**src/rtl/dmem_arb_pkg.sv**
```systemverilog
// Shared types for the data-memory arbiter: FSM state encoding,
// the captured debug request bundle and default parameter values.
package dmem_arb_pkg;

    // Default widths; the captured-request struct is sized from these,
    // so the arbiter's DM_ADDRESS/DATA_W must match them.
    localparam int DM_ADDRESS_DEF = 9;
    localparam int DATA_W_DEF     = 32;
    localparam int MAX_WAIT_DEF   = 8;

    typedef enum logic [1:0] {
        IDLE  = 2'd0,
        WAIT  = 2'd1,
        GRANT = 2'd2,
        RESP  = 2'd3
    } arb_state_t;

    typedef struct packed {
        logic                      we;
        logic [DM_ADDRESS_DEF-1:0] addr;
        logic [DATA_W_DEF-1:0]     wdata;
        logic [2:0]                func3;
    } dbg_req_t;

endpackage

```
**src/rtl/sat_counter.sv**
```systemverilog
// Saturating up-counter; holds at all-ones.
// Ports: clk, reset (sync, active-low), inc (count enable), q (count).
module sat_counter #(
    parameter int W = 16
) (
    input  logic         clk,
    input  logic         reset,
    input  logic         inc,
    output logic [W-1:0] q
);

    always_ff @(posedge clk) begin
        if (!reset) begin
            q <= '0;
        end else if (inc && !(&q)) begin
            q <= q + 1'b1;
        end
    end

endmodule

```
**src/rtl/dmem_arbiter.sv**
```systemverilog
// Shares the data-memory port between the MEM stage (priority) and a
// debug/loader port, with a bounded wait before forcing a debug grant.
// Ports: clk, reset (sync, active-low); cpu_* MEM-stage access, cpu_rdata,
// cpu_stall, cpu_halted; dbg_* request/ack/rdata; mem_* to datamemory;
// forced_cnt = saturating count of forced grants.
module dmem_arbiter
    import dmem_arb_pkg::*;
#(
    parameter int DM_ADDRESS = DM_ADDRESS_DEF,
    parameter int DATA_W     = DATA_W_DEF,
    parameter int MAX_WAIT   = MAX_WAIT_DEF,
    parameter int CNT_W      = 16
) (
    input  logic                  clk,
    input  logic                  reset,
    input  logic                  cpu_rd,
    input  logic                  cpu_wr,
    input  logic [DM_ADDRESS-1:0] cpu_addr,
    input  logic [DATA_W-1:0]     cpu_wdata,
    input  logic [2:0]            cpu_func3,
    output logic [DATA_W-1:0]     cpu_rdata,
    output logic                  cpu_stall,
    input  logic                  cpu_halted,
    input  logic                  dbg_req,
    input  logic                  dbg_we,
    input  logic [DM_ADDRESS-1:0] dbg_addr,
    input  logic [DATA_W-1:0]     dbg_wdata,
    input  logic [2:0]            dbg_func3,
    output logic                  dbg_ack,
    output logic [DATA_W-1:0]     dbg_rdata,
    output logic                  mem_rd,
    output logic                  mem_wr,
    output logic [DM_ADDRESS-1:0] mem_addr,
    output logic [DATA_W-1:0]     mem_wdata,
    output logic [2:0]            mem_func3,
    input  logic [DATA_W-1:0]     mem_rdata,
    output logic [CNT_W-1:0]      forced_cnt
);

    localparam logic [7:0] WAIT_LAST = 8'(MAX_WAIT - 1);

    arb_state_t state;
    dbg_req_t   req_q;
    logic [7:0] wait_cnt;
    logic       forced;
    logic       cpu_acc;
    logic       grant;

    assign cpu_acc = cpu_rd | cpu_wr;
    assign grant   = (state == GRANT);

    // Both handshake outputs come straight from the state register.
    assign cpu_stall = grant;
    assign dbg_ack   = (state == RESP);
    assign cpu_rdata = mem_rdata;

    always_ff @(posedge clk) begin
        if (!reset) begin
            state     <= IDLE;
            req_q     <= '0;
            wait_cnt  <= '0;
            forced    <= 1'b0;
            dbg_rdata <= '0;
        end else begin
            unique case (state)
                IDLE: begin
                    if (dbg_req) begin
                        req_q.we    <= dbg_we;
                        req_q.addr  <= dbg_addr;
                        req_q.wdata <= dbg_wdata;
                        req_q.func3 <= dbg_func3;
                        wait_cnt    <= '0;
                        forced      <= 1'b0;
                        state       <= WAIT;
                    end
                end
                WAIT: begin
                    // Halt outranks the timeout check.
                    if (!cpu_acc || cpu_halted) begin
                        forced <= 1'b0;
                        state  <= GRANT;
                    end else if (wait_cnt == WAIT_LAST) begin
                        forced <= 1'b1;
                        state  <= GRANT;
                    end else begin
                        wait_cnt <= wait_cnt + 8'd1;
                    end
                end
                GRANT: begin
                    if (!req_q.we) begin
                        dbg_rdata <= mem_rdata;
                    end
                    state <= RESP;
                end
                RESP: begin
                    state <= IDLE;
                end
                default: begin
                    state <= IDLE;
                end
            endcase
        end
    end

    sat_counter #(
        .W(CNT_W)
    ) u_forced_cnt (
        .clk  (clk),
        .reset(reset),
        .inc  (grant & forced),
        .q    (forced_cnt)
    );

    // The port belongs to the CPU except in GRANT; enables are
    // suppressed while reset is held.
    always_comb begin
        mem_rd    = 1'b0;
        mem_wr    = 1'b0;
        mem_addr  = cpu_addr;
        mem_wdata = cpu_wdata;
        mem_func3 = cpu_func3;
        if (grant) begin
            mem_rd    = reset & ~req_q.we;
            mem_wr    = reset & req_q.we;
            mem_addr  = req_q.addr;
            mem_wdata = req_q.wdata;
            mem_func3 = req_q.func3;
        end else begin
            mem_rd = reset & cpu_rd;
            mem_wr = reset & cpu_wr;
        end
    end

endmodule

```
**config.mk**
```make
export PLATFORM = sky130hd
export DESIGN_NAME = dmem_arbiter
export DESIGN_NICKNAME = d
export VERILOG_FILES = /design/src/rtl/dmem_arb_pkg.sv /design/src/rtl/sat_counter.sv /design/src/rtl/dmem_arbiter.sv
export SDC_FILE = /design/constraint.sdc
export NUM_CORES = 1
export LEC_CHECK = 0
export BUFFER_PORTS_ARGS = -buffer_cell sky130_fd_sc_hd__buf_4
export CORE_MARGIN = 3
export CORE_UTILIZATION = 46
export CTS_CLUSTER_SIZE = 12
export DETAILED_ROUTE_END_ITERATION = 10
export PLACE_DENSITY = 0.81
export SLEW_MARGIN = 40
export SYNTH_ARGS = -nofsm -noshare
export SYNTH_HDL_FRONTEND = slang
export SYNTH_SLANG_ARGS = --single-unit
```
**constraint.sdc**
```tcl
create_clock -name clk -period 2.8 [get_ports clk]
set_input_delay 0.56 -clock clk [delete_from_list [all_inputs] [get_ports clk]]
set_output_delay 0.56 -clock clk [all_outputs]
set_load 0.005 [all_outputs]
```
**Yosys cells after proc, flatten, opt, wreduce, memory -nomap -nowiden**

Cells that the tools add are included.

- Register bits: 104
- Bits of input ports: 127
- Output and inout port bits: 128
- Word-level logic and storage cells: 55

- $add $sub $neg: 2
- Eq/ne operators: 8
- Multiplexer cells: 17
- Bitwise gates (word level): 7
- Reductions and logical operators: 12

Operators by type and width:

| cell | number |
|---|---|
| $mux W32 | 1 |
| $mux W8 | 3 |
| $add A16 B1 Y16 const B | 1 |
| $pmux W8 S2 | 1 |
| $reduce_and A16 Y1 | 1 |
| $mux W9 | 1 |
| $add A8 B1 Y8 const B | 1 |
| $eq A8 B3 Y1 const B | 1 |
| $pmux W2 S4 | 1 |
| $mux W2 | 3 |
| $ne A2 B2 Y1 const B | 3 |
| $reduce_and A2 Y1 | 3 |
| $and A1 B1 Y1 | 5 |
| $mux W1 | 5 |
| $eq A2 B2 Y1 const B | 2 |
| $reduce_and A4 Y1 | 1 |
| $mux W3 | 1 |
| $ne A3 B3 Y1 const B | 1 |
| $reduce_and A3 Y1 | 1 |
| $eq A2 B1 Y1 const B | 1 |
| $logic_not A1 Y1 | 2 |
| $logic_not A2 Y1 | 1 |
| $pmux W1 S2 | 1 |
| $reduce_bool A2 Y1 | 1 |
| 4 further kinds | 4 |

**Depth between registers and ports, before layout**

- Word-level depth: 5
- Mapped depth: 8
- Mapped depth without buffers: 6

**By module**

A second synthesis with hierarchy kept.

- Cells, all modules: 605
- Area, all modules: 4917.2 um^2

By module, submodules not included:

| module | times used | cells each | area each (um^2) | sequential area each (um^2) |
|---|---|---|---|---|
| dmem_arbiter | 1 | 510 | 4117.7 | 1761.7 |
| sat_counter | 1 | 95 | 799.5 | 320.3 |

**Worst setup path after synthesis**

OpenSTA, ideal clock, no wires.

- Path kind: reg2out
- From: register state[0]
- To: output mem_addr[0]
- Arrival: 1.774 ns
- Data required time: 2.240 ns
- Slack: 0.466 ns
- Cell stages (with the launch flop): 7
- Path buffers: 3
- Cell sequence: dfxtp_1 > inv_1 > ha_1 > buf_2 > clkbuf_1 > buf_1 > mux2_2

- Cells in the longest elaborated chain, start to end: 2

RTL lines:

| element | line | source |
|---|---|---|
| from (decl) | dmem_arbiter.sv:42 | `arb_state_t state;` |
| from (signal assigned) | dmem_arbiter.sv:59 | `state <= IDLE;` |
| from (signal assigned) | dmem_arbiter.sv:74 | `state <= WAIT;` |
| from (signal assigned) | dmem_arbiter.sv:81 | `state <= GRANT;` |
| $eq A2 B2 Y1 | dmem_arbiter.sv:50 | `assign grant = (state == GRANT);` |
| via cpu_stall | dmem_arbiter.sv:22 | `output logic cpu_stall,` |
| $mux W9 | dmem_arbiter.sv:122 | `if (grant) begin` |
| to (decl) | dmem_arbiter.sv:33 | `output logic [DM_ADDRESS-1:0] mem_addr,` |

The timed path passes the listed nets, and every way through them passes these cells.

**Final worst setup path**

- From: register state[0]
- To: output mem_func3[0]

- Cells in the longest elaborated chain, start to end: 2

RTL lines:

| element | line | source |
|---|---|---|
| $eq A2 B2 Y1 | dmem_arbiter.sv:50 |  |
| $mux W3 | dmem_arbiter.sv:122 |  |
| to (decl) | dmem_arbiter.sv:35 | `output logic [2:0] mem_func3,` |

Every way passes these cells.

==> summary.md <==
| Metric | Value |
|---|---|
| Yosys cell types | 48 |
| IO buf count | 254 |
| Placed insts | 938 |
| Die Area | 0.0121 mm2 |
| Crit Path Class | reg2out |
| Worst Hold Class | in2reg |
| Clock share of power | 22.2% |
| Critical-path top delay cell | mux2_2 |
| Startpoint types | flip-flop |
| Clock-pin slew on the worst setup and hold paths | 0.11 ns |
| Vias in the first global route | 4657 |
| Layout area overhead | 40.4% |
| Routed Antenna Nets | 0 |
| Cts hold-fix bufs | 0 |
| Number of DRC markers in iteration 0 | 230 |
| Final setup viols | 0 |
| PD cells | 691 mW/mm2 |
| CP arrival | 1.92 ns |
| First-pass GRT wire length | 22000 um |
| Final hold slack | 0.433 ns |
| RSZ-0062 raised after global routing | false |
| Reg power frac | 38.4% |
| Vias per cell | 5.15 |
| Initial core utilization | 47.6% |
| TritonCTS clock tree | done |
| Max-Cap Viols | 0 |
| Top_reg_cell synth | dfxtp_1 |
| Min Tclk post-route | 2.48 ns |
| Internal Power | 3.19 mW |
| P_sw | 1.61 mW |
| Post-Place Cell Area | 0.00672 mm2 |
| Final Wtd Congestion | 0.831 |
| Root Buffer | clkbuf_8 |
| Fmax | 403 MHz |
| Nets@finish | 946 |
| Crit end category | output port |
| Final hold vios | 0 |
| Final Non-Filler Cells | 954 |
| Count of pins over their slew limit | 0 |
| Max FO, Critical Path | 49 |
| Worst Tran Pin Value | 0.798 ns |
| Routed wire length | 14200 um |
| Switch share | 33.6% |
| Critical Path Max Stage Delay | 0.40 ns |
| Status | finished clean |
| Chip Height | 110 um |
| LEAKAGE | 2.96 nW |
| Largest net degree at the start of global routing | 50 |
| DRC | 0 |
| Core Footprint | 0.0104 mm2 |
| Std-Cell Rows | 37 |
| Final core occ | 66.8% |
| CP required | 2.24 ns |
| Most common cell after layout, fill and taps aside | buf_4 |
| Pre-Repair DR Iteration Count | 5 |
| Post-DP HPWL | 11000 um |
| Net count after synthesis | 743 |
| Die X | 110 um |
| Cell area after synthesis | 0.00495 mm2 |
| Max rail drop VDD | 0.396 mV |
| Final Skew | 0.0153 ns |
| Routed len/inst | 14.9 um |
| Layout cells sized above 1 | 40.5% |
| Place WS | 0.613 ns |
| Average cell area after synthesis | 8.12 um2 |
| Diode count | 0 |
| Total number of vias | 4917 |
| Final instance area | 0.00695 mm2 |
| Share of synthesized registers carrying an async set or reset | 0% |
| CTS resizes | 0 |
| Post-CTS setup buffer count | 0 |
| Number of synthesized flops with an enable pin | 0 |
| Register bit count reported by yosys | 104 |
| CP cell instances | inv_1, ha_2, buf_12, mux2_2, buf_4 |
| Worst rel slew slack | 46.4% |
| Final setup TNS | 0 ns |
| CTS buffer count | 9 |
| Final period utilization | 88.5% |
| Clock buffer depth | 2 |
| Total power | 4.81 mW |
| Clk_lat worst skew | 0.36 ns |
| Syn Inst Count | 610 |
| Htree depth | 3 |
| Synth warn | 0 |
| Seq/Total Area, Yosys | 42.0% |
| Grt total ovfl | 0 |
| Clock sink total | 104 |
| Logic gate share of total power | 39.4% |
| Initial antenna violation count | 0 |
| Final worst slack | 0.321 ns |
| IO Pins | 255 |
| GRT Overall Usage | 22.6% |
| Most frequent cells in the layout | buf_4, nand2_1, dfxtp_1 |
==> critical path, delay by kind of cell (launching register included) <==
kind | cells | cell delay, ns
buffers and inverters | 3 | 0.49
multiplexers | 1 | 0.40
flip-flops | 1 | 0.36
adder cells (fa/ha/maj) | 1 | 0.26
==> power groups by stage <==
| stage | combinational (mW) | sequential (mW) | clock, mW |
|---|---|---|---|
| floorplan | 1.09 | 1.85 | 0 |
| detailed placement | 1.91 | 1.88 | 0 |
| finish | 1.90 | 1.84 | 1.07 |
| global placement | 1.85 | 1.87 | 0 |
| global route | 2.09 | 1.87 | 1.16 |
| CTS | 1.91 | 1.84 | 1.10 |
==> synth_stat cells (all sizes together), types with 2 or more instances <==
cell / n / area share (%)
nand3: 13 / 1.3
or4: 4 / 0.68
mux2i: 9 / 1.8
nor2b: 2 / 0.25
or3: 6 / 0.76
nand2: 184 / 14
and3: 2 / 0.25
o211a: 2 / 0.40
o211ai: 6 / 0.91
o21ai: 6 / 0.61
nand2b: 10 / 1.3
inv: 5 / 0.38
a2111oi: 2 / 0.73
nor4: 6 / 0.88
a21oi: 86 / 8.7
nand4: 7 / 1.0
clkbuf: 33 / 2.5
nor2: 8 / 0.61
buf: 38 / 5.5
and4: 2 / 0.35
nor3: 5 / 0.50
mux2: 44 / 10
o31ai: 4 / 0.61
o2111ai: 2 / 0.35
ha: 6 / 1.5
dfxtp: 104 / 42
==> final timing paths <==
check                    startpoint            endpoint  slack [ns]  cells after the start
setup / recovery           state[0]        mem_func3[0]        0.32                      5
hold / removal          dbg_addr[2]           req_q[37]        0.43                      3
setup reg to reg  u_forced_cnt.q[0]  u_forced_cnt.q[10]        0.58                      5
hold reg to reg       dbg_rdata[30]       dbg_rdata[30]        0.46                      2
==> routing by layer <==
layer  vias to the layer above  GRT usage, %  wire [um]
met4                         0          5.52        176
met1                      2281          26.7       5610
met5                         -             0          0
li1                       2456             -          -
met2                       161          41.0       7500
met3                        19          5.46        937
==> kinds of logic (layout without fill, tap and decap cells) <==
| group | count (synthesis) | count (layout) | synth area share, % |
|---|---|---|---|
| buffers and inverters | 77 | 285 | 8.43 |
| adder cells (fa/ha/maj) | 6 | 6 | 1.52 |
| multiplexers | 53 | 53 | 11.8 |
| flip-flops | 104 | 104 | 42.0 |
| AO/OA/AOI/OAI | 116 | 116 | 13.6 |
| XOR/XNOR | 1 | 1 | 0.177 |
| AND/OR/NAND/NOR | 253 | 253 | 22.4 |
==> cell type report <==
cell class / instances / area (um2)
Timing Repair Buffer: 263 / 1990
Fill cell: 855 / 3460
Sequential cell: 104 / 2080
Clock buffer: 9 / 124
Multi-Input combinational cell: 429 / 2460
Clock inverter: 7 / 109
Inverter: 6 / 22.5
Tap cell: 136 / 170
==> registers in the layout, summed over array words and instances, names as in the netlist <==
register and cells:
dbg_rdata 32, forced 1, req_q 45, state 2, u_forced_cnt.q 16, wait_cnt 8
No activity file was read; power rests on OpenSTA's default activity.
